==> src/rtl/keysched_dec_pkg.sv <==
// rtl/keysched_dec_pkg.sv - shared DES key-schedule tables, widths and permutation helpers
package keysched_dec_pkg;

  localparam int HALF_W   = 28;
  localparam int CD_W     = 56;
  localparam int SUBKEY_W = 48;
  localparam int KEY_W    = 64;

  typedef enum logic {
    IDLE = 1'b0,
    RUN  = 1'b1
  } ks_state_t;

  localparam int PC1_TBL [CD_W] = '{
    57, 49, 41, 33, 25, 17,  9,
     1, 58, 50, 42, 34, 26, 18,
    10,  2, 59, 51, 43, 35, 27,
    19, 11,  3, 60, 52, 44, 36,
    63, 55, 47, 39, 31, 23, 15,
     7, 62, 54, 46, 38, 30, 22,
    14,  6, 61, 53, 45, 37, 29,
    21, 13,  5, 28, 20, 12,  4
  };

  localparam int PC2_TBL [SUBKEY_W] = '{
    14, 17, 11, 24,  1,  5,
     3, 28, 15,  6, 21, 10,
    23, 19, 12,  4, 26,  8,
    16,  7, 27, 20, 13,  2,
    41, 52, 31, 37, 47, 55,
    30, 40, 51, 45, 33, 48,
    44, 49, 39, 56, 34, 53,
    46, 42, 50, 36, 29, 32
  };

  // Right-rotate amount indexed by the new decryption round; entry 0 is never used.
  localparam logic [1:0] SHR_TBL [16] = '{
    2'd0, 2'd1, 2'd2, 2'd2, 2'd2, 2'd2, 2'd2, 2'd2,
    2'd1, 2'd2, 2'd2, 2'd2, 2'd2, 2'd2, 2'd2, 2'd1
  };

  // DES bit n of the key lives at key[65-n]; C bit 1 lands at cd[55].
  function automatic logic [CD_W-1:0] pc1(input logic [KEY_W:1] key);
    logic [CD_W-1:0] cd;
    for (int i = 0; i < CD_W; i++) begin
      cd[CD_W-1-i] = key[KEY_W+1-PC1_TBL[i]];
    end
    return cd;
  endfunction

  function automatic logic [SUBKEY_W:1] pc2(input logic [HALF_W:1] c, input logic [HALF_W:1] d);
    logic [CD_W:1]     cd;
    logic [SUBKEY_W:1] sk;
    cd = {c, d};
    for (int j = 0; j < SUBKEY_W; j++) begin
      sk[SUBKEY_W-j] = cd[CD_W+1-PC2_TBL[j]];
    end
    return sk;
  endfunction

endpackage

==> src/rtl/keysched_dec_if.sv <==
// rtl/keysched_dec_if.sv - start/key request and subkey stream bundle for the decryption schedule
interface keysched_dec_if;
  import keysched_dec_pkg::*;

  logic                start;
  logic [KEY_W:1]      key;
  logic [SUBKEY_W:1]   subkey;
  logic                subkey_valid;
  logic                subkey_ready;
  logic [4:1]          round;
  logic                busy;
  logic                done;

  modport master (
    output start, key, subkey_ready,
    input  subkey, subkey_valid, round, busy, done
  );

  modport slave (
    input  start, key, subkey_ready,
    output subkey, subkey_valid, round, busy, done
  );

endinterface

==> src/rtl/keysched_dec_shiftr_dec.sv <==
// rtl/keysched_dec_shiftr_dec.sv - combinational right-rotation of both C/D halves by 0, 1 or 2
module shiftr_dec
  import keysched_dec_pkg::*;
(
  input  logic [HALF_W:1] in_l,
  input  logic [HALF_W:1] in_r,
  input  logic [1:0]      amt,
  output logic [HALF_W:1] out_l,
  output logic [HALF_W:1] out_r
);

  always_comb begin
    out_l = in_l;
    out_r = in_r;
    case (amt)
      2'd1: begin
        out_l = {in_l[1], in_l[HALF_W:2]};
        out_r = {in_r[1], in_r[HALF_W:2]};
      end
      2'd2: begin
        out_l = {in_l[2:1], in_l[HALF_W:3]};
        out_r = {in_r[2:1], in_r[HALF_W:3]};
      end
      default: ;
    endcase
  end

endmodule

==> src/rtl/keysched_dec.sv <==
// rtl/keysched_dec.sv - DES decryption key schedule emitting K16..K1 over a valid/ready handshake
module keysched_dec
  import keysched_dec_pkg::*;
(
  input  logic          clk,
  input  logic          rst_n,
  keysched_dec_if.slave bus
);

  ks_state_t       r_state, w_state_nxt;
  logic [HALF_W:1] r_c, r_d, w_c_nxt, w_d_nxt, w_c_rot, w_d_rot;
  logic [3:0]      r_round, w_round_nxt;
  logic            r_done, w_done_nxt;
  logic            w_handshake;
  logic [1:0]      w_amt;
  logic [CD_W-1:0] w_cd_load;

  assign w_cd_load   = pc1(bus.key);
  assign w_handshake = (r_state == RUN) && bus.subkey_ready;
  // Amount for the round being entered; the wrap at round 15 is never consumed.
  assign w_amt       = SHR_TBL[r_round + 4'd1];

  shiftr_dec u_shiftr (
    .in_l  (r_c),
    .in_r  (r_d),
    .amt   (w_amt),
    .out_l (w_c_rot),
    .out_r (w_d_rot)
  );

  always_ff @(posedge clk or negedge rst_n) begin
    if (!rst_n) begin
      r_state <= IDLE;
      r_c     <= '0;
      r_d     <= '0;
      r_round <= '0;
      r_done  <= 1'b0;
    end else begin
      r_state <= w_state_nxt;
      r_c     <= w_c_nxt;
      r_d     <= w_d_nxt;
      r_round <= w_round_nxt;
      r_done  <= w_done_nxt;
    end
  end

  always_comb begin
    w_state_nxt = r_state;
    w_c_nxt     = r_c;
    w_d_nxt     = r_d;
    w_round_nxt = r_round;
    w_done_nxt  = 1'b0;
    case (r_state)
      IDLE: begin
        if (bus.start) begin
          w_state_nxt = RUN;
          w_c_nxt     = w_cd_load[CD_W-1:HALF_W];
          w_d_nxt     = w_cd_load[HALF_W-1:0];
          w_round_nxt = 4'd0;
        end
      end
      RUN: begin
        if (w_handshake) begin
          if (r_round == 4'd15) begin
            w_state_nxt = IDLE;
            w_done_nxt  = 1'b1;
          end else begin
            w_round_nxt = r_round + 4'd1;
            w_c_nxt     = w_c_rot;
            w_d_nxt     = w_d_rot;
          end
        end
      end
      default: w_state_nxt = IDLE;
    endcase
  end

  assign bus.subkey       = pc2(r_c, r_d);
  assign bus.subkey_valid = (r_state == RUN);
  assign bus.busy         = (r_state == RUN);
  assign bus.round        = r_round;
  assign bus.done         = r_done;

endmodule

==> src/flat_wrapper.sv <==
// flat-port wrapper written by rule: the top's interface ports become plain ports
module keysched_dec_flat import keysched_dec_pkg::*;
  (clk, rst_n, bus_start, bus_key, bus_subkey_ready, bus_subkey, bus_subkey_valid, bus_round, bus_busy, bus_done);
  keysched_dec_if bus_i ();
  input  logic clk;
  input  logic rst_n;
  input wire logic [$bits(bus_i.start)-1:0] bus_start;
  input wire logic [$bits(bus_i.key)-1:0] bus_key;
  input wire logic [$bits(bus_i.subkey_ready)-1:0] bus_subkey_ready;
  output wire logic [$bits(bus_i.subkey)-1:0] bus_subkey;
  output wire logic [$bits(bus_i.subkey_valid)-1:0] bus_subkey_valid;
  output wire logic [$bits(bus_i.round)-1:0] bus_round;
  output wire logic [$bits(bus_i.busy)-1:0] bus_busy;
  output wire logic [$bits(bus_i.done)-1:0] bus_done;
  assign bus_i.start = bus_start;
  assign bus_i.key = bus_key;
  assign bus_i.subkey_ready = bus_subkey_ready;
  assign bus_subkey = bus_i.subkey;
  assign bus_subkey_valid = bus_i.subkey_valid;
  assign bus_round = bus_i.round;
  assign bus_busy = bus_i.busy;
  assign bus_done = bus_i.done;
  keysched_dec u_core (.clk(clk), .rst_n(rst_n), .bus(bus_i));
endmodule
==> config.mk <==
export PLATFORM = sky130hd
export DESIGN_NAME = keysched_dec_flat
export DESIGN_NICKNAME = d
export VERILOG_FILES = /design/src/rtl/keysched_dec_pkg.sv /design/src/rtl/keysched_dec_if.sv /design/src/rtl/keysched_dec_shiftr_dec.sv /design/src/rtl/keysched_dec.sv /design/src/flat_wrapper.sv
export SDC_FILE = /design/constraint.sdc
export NUM_CORES = 1
export LEC_CHECK = 0
export CORE_MARGIN = 2
export CORE_UTILIZATION = 53
export CTS_CLUSTER_DIAMETER = 30
export DETAILED_ROUTE_END_ITERATION = 7
export HOLD_SLACK_MARGIN = 0.03
export PLACE_DENSITY_LB_ADDON = 0.1
export SLEW_MARGIN = 15
export SYNTH_ARGS = -nofsm -noshare
export SYNTH_HDL_FRONTEND = slang
export SYNTH_SLANG_ARGS = --single-unit
export TNS_END_PERCENT = 20
==> constraint.sdc <==
create_clock -name clk -period 6.15 [get_ports clk]
set_input_delay 0.9225 -clock clk [delete_from_list [all_inputs] [get_ports clk]]
set_output_delay 0.9225 -clock clk [all_outputs]
set_load 0.05 [all_outputs]
==> impl_metrics.ini, run 1 <==
[place]
portBuffers = 114
dp_hpwl_mm = 6.64
dpl_cell_area_um2 = 5300
gp_congestion = 0.774

[global_route]
antenna_found_initial = 0
grt_pass1_vias = 3546
overflow = 0
grtUsageTotal_pct = 22.9
grt_max_degree = 120
grt_pass1_wl_mm = 17.9

[layout]
drive_gt1_share_pct = 16.0
final_util_pct = 66.5
synthToLayoutAreaGrowth_pct = 20.2
final_cell_mix = nand2_1, clkdlybuf4s50_1, dfrtp_1
multi_input_area_um2 = 2430
nets = 583
num_antenna_cells = 0
fillers = 706
regArea_um2 = 1560
fin_area_um2 = 5520

[logic_synthesis]
syn_inst = 466
yosysTopAreaCell = dfrtp_1
synth_area_um2 = 4590
syn-num-nets = 540
synth_top_area_share_pct = 33.8
yosysSeqAreaShare_pct = 33.8
synth_area_per_cell_um2 = 9.85
ys_types = 28
synth_area_leaders = dfrtp_1, mux2_2, mux2i_1, a221o_1, nand2_1
yosys_warnings = 0
synth_seq_cells = 62

[critical_path]
cp_num_buf_inv = 1
cpPeakStageDelay_ns = 0.69
path_class = flop to flop
cp.arrival_ns = 3.72
r2r-end = u_core.r_c[22]$_DFFE_PN0P_
cp-start-kind = flop
cpMostUsedCell = nand2_1
crit_family = adder cells
r2r_slack_ns = 2.65
worstPathMaxFanout = 28
required_ns = 6.37
crit_chain = ha_1 -> xnor2_1 -> nand2_1 -> a21oi_1 -> a31oi_1 -> ha_2 -> buf_4 -> mux2_2 -> nand2_1 -> mux2i_1 -> a221o_1
slowest_stage = ha_2
rr_startpoint = u_core.bus.round[1]$_DFFE_PN0P_
endpoint_kind = flop
r2r_cells = 11

[floorplan]
io_pins = 123
die_x_um = 97.1
start_util_pct = 55.3
die_h_um = 97.1
fp.coreArea_um2 = 8300
fp-row-count = 33
dieArea_um2 = 9420

[worst_hold_path]
hold_start = u_core.r_d[22]$_DFFE_PN0P_
hold_depth = 1
min_path_type = flop to flop
hold_end = u_core.r_d[22]$_DFFE_PN0P_

[detailed_routing]
vias_per_cell = 5.77
drt-initial-drc-count = 200
ant_nets = 0
wire_per_inst_um = 17.2
vias = 3570
firstDrtPassIters = 4
drcViolationCount = 0
drt-total-wl_mm = 10.6

[cts]
cts_buffer_depth = 2
clock_latency_ns = 0.35
cts_inserted_buffers = 9
post-cts-setup-buffers = 0
clk_pin_slew_ns = 0.07
ctsResizeCount = 0
cts.htree.levels = 3
cts_tree = built
cts_root_buffer = clkbuf_8
cts_hold_buf = 0
clkSinkCount = 62

[sta]
finalHoldViolations = 0
period_share_pct = 56.9
rsz0062_at_grt = no
timing_max_transition_violations_final = 0
max_slew.worst_pin.slew_ns = 1.15
finalCriticalPeriod_ns = 3.50
fmax_mhz = 286
tns_ns = 0
setup_viol = 0
holdWs_ns = 0.549
relSlewSlack_pct = 23.6
skew_ns = 0.00949

[status]
outcome = finished, final reports clean

[job]
drv_cap = 0
[synthesized netlist by cell type]
master	count
buf_2	9
and2_1	1
and2_0	1
mux2_2	55
nor2b_1	1
nand2_1	113
mux2i_1	56
clkbuf_2	1
buf_1	1
xnor2_1	2
o21a_1	1
inv_1	4
a31oi_1	3
buf_4	49
a221o_1	54
nand3_2	2
dfrtp_1	62
buf_12	6
xor2_1	1
ha_1	6
clkbuf_1	20
o21bai_1	1
nor2_1	7
nand3_1	1
nand2b_1	1
a21oi_1	4
o31ai_1	2
o22a_1	2
[per-layer routing]
layer,share of wire [%],up-vias,GRT usage [%]
met5,0,-,0
met4,1.2,0,6.50
met3,5.2,12,4.82
met2,46,92,37.1
met1,47,1755,31.1
li1,-,1711,-
[area by class of cell]
class,instances,area share [%]
multi-input cells,314,44.1
flip-flops and latches,62,28.2
repair buffers,118,21.1
clock buffers,13,3.24
well taps,105,2.38
clock inverters,3,0.725
inverters,4,0.272
[state kept, by name, indices dropped and copies added, names as in the netlist]
signal,count
u_core.bus.busy,1
u_core.bus.done,1
u_core.bus.round,4
u_core.r_c,28
u_core.r_d,28
[through the flow]
| stage | worst slack [ns] | std cells |
|---|---|---|
| floorplan | 3.27 | 466 |
| CTS | 2.64 | 619 |
| detailed placement | 2.70 | 603 |
| global placement | 2.75 | 603 |
| global route | 2.39 | 619 |
| finish | 2.65 | 619 |
[worst max-delay path by stage]
stage | startpoint | end | slack (ns) | cells past startpoint
final | u_core.bus.round[1]$_DFFE_PN0P_ | u_core.r_c[22]$_DFFE_PN0P_ | 2.65 | 11
after global routing | u_core.bus.round[1]$_DFFE_PN0P_ | u_core.r_c[14]$_DFFE_PN0P_ | 2.39 | 11
after CTS | u_core.bus.round[1]$_DFFE_PN0P_ | u_core.r_c[6]$_DFFE_PN0P_ | 2.64 | 11
after detailed placement | u_core.bus.round[1]$_DFFE_PN0P_ | u_core.r_c[11]$_DFFE_PN0P_ | 2.70 | 11
after global placement | u_core.bus.round[1]$_DFFE_PN0P_ | u_core.r_c[6]$_DFFE_PN0P_ | 2.75 | 11
after floorplan | u_core.bus.round[3]$_DFFE_PN0P_ | u_core.r_d[2]$_DFFE_PN0P_ | 3.27 | 12
[cells by family after synthesis]
kind of cell / share of synthesized area [%]
and+or+nand+nor: 10.9
muxes: 25.7
buffers and inverters: 13.8
AOI/OAI and AO/OA: 13.7
DFF: 33.8
adders and majority gates: 1.63
xor gates and xnor gates: 0.572
Power of run 1 is left out: the tool's default activity adds up to more than one toggle a clock period on the data nets, which glitch-free logic cannot reach.
==> run 2, diff against run 1 <==
--- a/config.mk
+++ b/config.mk
@@ -6,7 +6,7 @@
 export NUM_CORES = 1
 export LEC_CHECK = 0
 export CORE_MARGIN = 2
-export CORE_UTILIZATION = 53
+export CORE_UTILIZATION = 50
 export CTS_CLUSTER_DIAMETER = 30
 export DETAILED_ROUTE_END_ITERATION = 7
 export HOLD_SLACK_MARGIN = 0.03
==> constraint.sdc (replaced) <==
create_clock -name clk -period 3.5 [get_ports clk]
set_input_delay 0.525 -clock clk [delete_from_list [all_inputs] [get_ports clk]]
set_output_delay 0.525 -clock clk [all_outputs]
set_load 0.05 [all_outputs]
==> run 2 against run 1 <==
Effect of this change: core utilization is 3.7 points lower; first-iteration DRC count decreased by 17%; cell area is 0.18% higher; worst hold slack got worse by 0.26 ns; sequential share of layout area is 0.051 points lower; die area rose by 5.7%; routed wire length up 1.4%; critical endpoint is now u_core.r_c[8]$_DFFE_PN0P_; largest cell class unchanged; highest routed layer unchanged.
==> impl_metrics.ini, run 2 (synthesis results as in run 1) <==
[status]
outcome = finished, final reports clean

[cts]
clkSinkCount = 62
clk_pin_slew_ns = 0.08
cts.htree.levels = 3
clock_latency_ns = 0.33
post-cts-setup-buffers = 0
cts_inserted_buffers = 9
cts_root_buffer = clkbuf_8
cts_tree = built
cts_buffer_depth = 2
ctsResizeCount = 0
cts_hold_buf = 0

[detailed_routing]
met3_length_um = 594
met1_length_mm = 5.10
maxUsedRoutingLayer = met4
vias_per_cell = 5.76
ant_nets = 0
drt-total-wl_mm = 10.8
wire_per_inst_um = 17.2
drcViolationCount = 0
vias = 3613
firstDrtPassIters = 5
dr_wl_met2_mm = 5.00
drt-initial-drc-count = 166

[sta]
timing_max_transition_violations_final = 0
finalHoldViolations = 0
rsz0062_at_grt = no
setup_viol = 0
fmax_mhz = 346
relSlewSlack_pct = 43.0
finalCriticalPeriod_ns = 2.89
skew_ns = 0.0171
max_slew.worst_pin.slew_ns = 0.854
period_share_pct = 82.6
tns_ns = 0

[critical_path]
endpoint_kind = flop
path_class = flop to flop
cp.arrival_ns = 3.11
r2r_cells = 11
worstPathMaxFanout = 30
required_ns = 3.72
cp-start-kind = flop

[place]
portBuffers = 114
gp_congestion = 0.761
dp_hpwl_mm = 7.10
dpl_cell_area_um2 = 5360

[global_route]
grt_pass1_wl_mm = 17.9
antenna_found_initial = 0
grt_max_degree = 69
grtUsageTotal_pct = 22.2
grt_pass1_vias = 3554
overflow = 0

[floorplan]
die_h_um = 99.8
fp.coreArea_um2 = 8810
io_pins = 123
fp-row-count = 34
dieArea_um2 = 9970
start_util_pct = 52.1
die_x_um = 99.8

[worst_hold_path]
min_path_type = input port to asynchronous set/reset pin

[layout]
fillers = 770
synthToLayoutAreaGrowth_pct = 20.4
final_cell_mix = nand2_1, clkdlybuf4s50_1, dfrtp_1
nets = 588
num_antenna_cells = 0
fin_area_um2 = 5530
drive_gt1_share_pct = 16.8

[job]
drv_cap = 0
## run 2: changes by cell type in the layout (fill, tap and decap cells not counted)
cell / change
clkinv_2: +1
clkinvlp_4: +3
buf_4: +4
buf_12: +1
clkbuf_8: -3
bufinv_16: -1
## run 2: area by class of cell
type / instances / area (µm²) / share of cell area [%]
Tap cell: 108 / 135 / 2.44
Inverter: 4 / 15.0 / 0.271
Sequential cell: 62 / 1560 / 28.1
Clock buffer: 10 / 138 / 2.49
Timing Repair Buffer: 123 / 1220 / 22.0
Multi-Input combinational cell: 314 / 2430 / 44.0
Clock inverter: 6 / 37.5 / 0.679
## run 2: per-layer routing
| layer | track usage [%] | vias to the layer above |
|---|---|---|
| li1 | - | 1728 |
| met1 | 31.1 | 1772 |
| met2 | 35.6 | 102 |
| met3 | 3.76 | 11 |
| met4 | 6.22 | 0 |
| met5 | 0 | - |
## run 2: through the flow
step | hold WS (ns) | cells | util [%] | setup WS [ns]
floorplan | 0.229 | 466 | - | 0.620
global placement | 0.530 | 611 | 60.8 | 0.705
detailed placement | 0.525 | 611 | 60.8 | 0.640
CTS | 0.315 | 627 | 62.8 | 0.610
global route | 0.356 | 627 | 62.8 | 0.371
finish | 0.291 | 627 | 62.8 | 0.609
## run 2: worst paths after layout
path / from / to / slack (ns)
setup reg to reg: u_core.bus.round[2]$_DFFE_PN0P_ / u_core.r_c[8]$_DFFE_PN0P_ / 0.61
hold reg to reg: u_core.r_d[22]$_DFFE_PN0P_ / u_core.r_d[22]$_DFFE_PN0P_ / 0.54
min in group clk: u_core.r_d[22]$_DFFE_PN0P_ / u_core.r_d[22]$_DFFE_PN0P_ / 0.54
hold / removal: rst_n / u_core.r_d[7]$_DFFE_PN0P_ / 0.29
setup / recovery: u_core.bus.round[2]$_DFFE_PN0P_ / u_core.r_c[8]$_DFFE_PN0P_ / 0.61
max in group asynchronous: rst_n / u_core.r_d[26]$_DFFE_PN0P_ / 2.31
## run 2: worst max-delay path: stages, from the launching register on
cell and delay, ns:
dfrtp_1 0.47, ha_1 0.32, xor2_1 0.23, nand2_1 0.08, a21oi_1 0.17, a31oi_1 0.09
ha_1 0.33, inv_1 0.09, nand3_4 0.07, buf_4 0.45, mux2i_1 0.17, a221o_1 0.29
Power of run 2 is left out for the same reason.
==> run 3, diff against run 2 <==
--- a/config.mk
+++ b/config.mk
@@ -6,7 +6,7 @@
 export NUM_CORES = 1
 export LEC_CHECK = 0
 export CORE_MARGIN = 2
-export CORE_UTILIZATION = 50
+export CORE_UTILIZATION = 45
 export CTS_CLUSTER_DIAMETER = 30
 export DETAILED_ROUTE_END_ITERATION = 7
 export HOLD_SLACK_MARGIN = 0.03
==> constraint.sdc (replaced) <==
create_clock -name clk -period 2.4 [get_ports clk]
set_input_delay 0.36 -clock clk [delete_from_list [all_inputs] [get_ports clk]]
set_output_delay 0.36 -clock clk [all_outputs]
set_load 0.05 [all_outputs]
==> run 3 against run 2 <==
Effect of this change: the flow now finishes with violations (negative setup slack); non-clock buffer count up 24; clock skew decreased by 0.0071 ns; critical path depth increased by 1; register-to-register slack worse by 0.84 ns; sequential share of layout area fell by 2.3 points; setup slack lost 0.84 ns; maximum frequency up 9.9%; cell area rose by 9.6%; critical endpoint is now u_core.r_c[5]$_DFFE_PN0P_; largest cell class unchanged.
==> impl_metrics.ini, run 3 (synthesis results as in run 1) <==
[status]
outcome = complete, but fails checks
violations = negative setup slack

[sta]
timing_max_transition_violations_final = 0
fmax_mhz = 380
skew_ns = 0.0100
finalHoldViolations = 0
rsz0062_at_grt = yes
finalCriticalPeriod_ns = 2.63
relSlewSlack_pct = 52.8
final.setup.worst_slack_ns = -0.232
max_slew.worst_pin.slew_ns = 0.708
period_share_pct = 110
setup_viol = 55

[floorplan]
io_pins = 123
start_util_pct = 46.8
die_h_um = 105
fp-row-count = 36
fp.coreArea_um2 = 9820
die_x_um = 105
dieArea_um2 = 11000

[detailed_routing]
vias = 3674
wire_per_inst_um = 17.2
drcViolationCount = 0
vias_per_cell = 5.43
ant_nets = 0
drt-initial-drc-count = 184
firstDrtPassIters = 4
drt-total-wl_mm = 11.6

[global_route]
antenna_found_initial = 0
grt_pass1_wl_mm = 18.6
grtUsageTotal_pct = 20.7
grt_max_degree = 75
overflow = 0
grt_pass1_vias = 3617

[layout]
final_common_cell = clkdlybuf4s50_1
drive_gt1_share_pct = 23.6
final_cell_mix = clkdlybuf4s50_1, nand2_1, dfrtp_1
synthToLayoutAreaGrowth_pct = 32.0
multi_input_area_um2 = 2600
fillers = 846
num_antenna_cells = 0
regArea_um2 = 1560
nets = 612
final_util_pct = 61.7

[cts]
clk_pin_slew_ns = 0.08
clock_latency_ns = 0.33
cts_inserted_buffers = 9
cts_buffer_depth = 2
clkSinkCount = 62
cts_root_buffer = clkbuf_8
cts_tree = built
cts.htree.levels = 3

[critical_path]
cp-start-kind = flop
r2r_slack_ns = -0.23
worstPathMaxFanout = 8
cp.arrival_ns = 2.85
path_class = flop to flop
endpoint_kind = flop
required_ns = 2.62

[job]
drv_cap = 0

[place]
portBuffers = 114
gp_congestion = 0.769
dp_hpwl_mm = 7.47

[worst_hold_path]
min_path_type = input port to asynchronous set/reset pin
-- run 3: worst max-delay path, stage by stage (launching register included) --
cell and delay [ns]:
dfrtp_4 0.51, ha_4 0.20, xor2_2 0.16, nand2_1 0.12
a21oi_4 0.09, a31oi_4 0.20, ha_4 0.19, buf_12 0.14
clkbuf_16 0.16, mux2_2 0.33, nand2_1 0.07, mux2i_1 0.08
a221o_1 0.26
-- run 3: metrics by stage --
stage                     hold WS, ns  cell area, µm²  setup WS, ns  cells  setup TNS, ns
after detailed placement        0.366            5590        -0.247    650         -10.72
after floorplan                0.0644            4710        -0.147    466          -7.23
after CTS                       0.526            5910        -0.181    669          -8.44
final                           0.519            6060        -0.232    676         -10.51
after global routing            0.538            6060        -0.329    676         -16.53
after global placement          0.374            5590        -0.218    650          -9.11
-- run 3: worst paths after layout --
| path | startpoint | endpoint | depth (start not counted) |
|---|---|---|---|
| max in group asynchronous | rst_n | u_core.bus.round[2]$_DFFE_PN0P_ | 3 |
| min reg2reg | u_core.r_d[14]$_DFFE_PN0P_ | u_core.r_d[14]$_DFFE_PN0P_ | 1 |
| min in group clk | u_core.r_d[14]$_DFFE_PN0P_ | u_core.r_d[14]$_DFFE_PN0P_ | 1 |
| max | u_core.bus.round[1]$_DFFE_PN0P_ | u_core.r_c[5]$_DFFE_PN0P_ | 12 |
| min | rst_n | u_core.r_d[5]$_DFFE_PN0P_ | 2 |
| max reg2reg | u_core.bus.round[1]$_DFFE_PN0P_ | u_core.r_c[5]$_DFFE_PN0P_ | 12 |
-- run 3: what timing repair did --
action                                  CTS  global route
gates cloned                              1             2
hold endpoints to repair                 19             0
setup buffers                             1             5
pin swaps                                 3             7
gates resized for setup                   8            16
endpoints found under the setup margin   54            56
hold buffers                              1             0
-- run 3: layout make-up --
cell class / count / area share [%]
clock buffers: 10 / 2.27
clock inverters: 6 / 1.01
multi-input cells: 314 / 42.9
inverters: 4 / 0.248
repair buffers: 147 / 25.0
flip-flops and latches: 62 / 25.8
well taps: 133 / 2.75
-- run 3: metal layers --
layer	track usage [%]	vias up	part of all wire (%)
met3	5.12	5	4.8
met4	4.38	0	0.51
met5	0	-	0
met1	29.5	1796	49
met2	31.9	93	46
li1	-	1780	-
Power of run 3 is left out for the same reason.
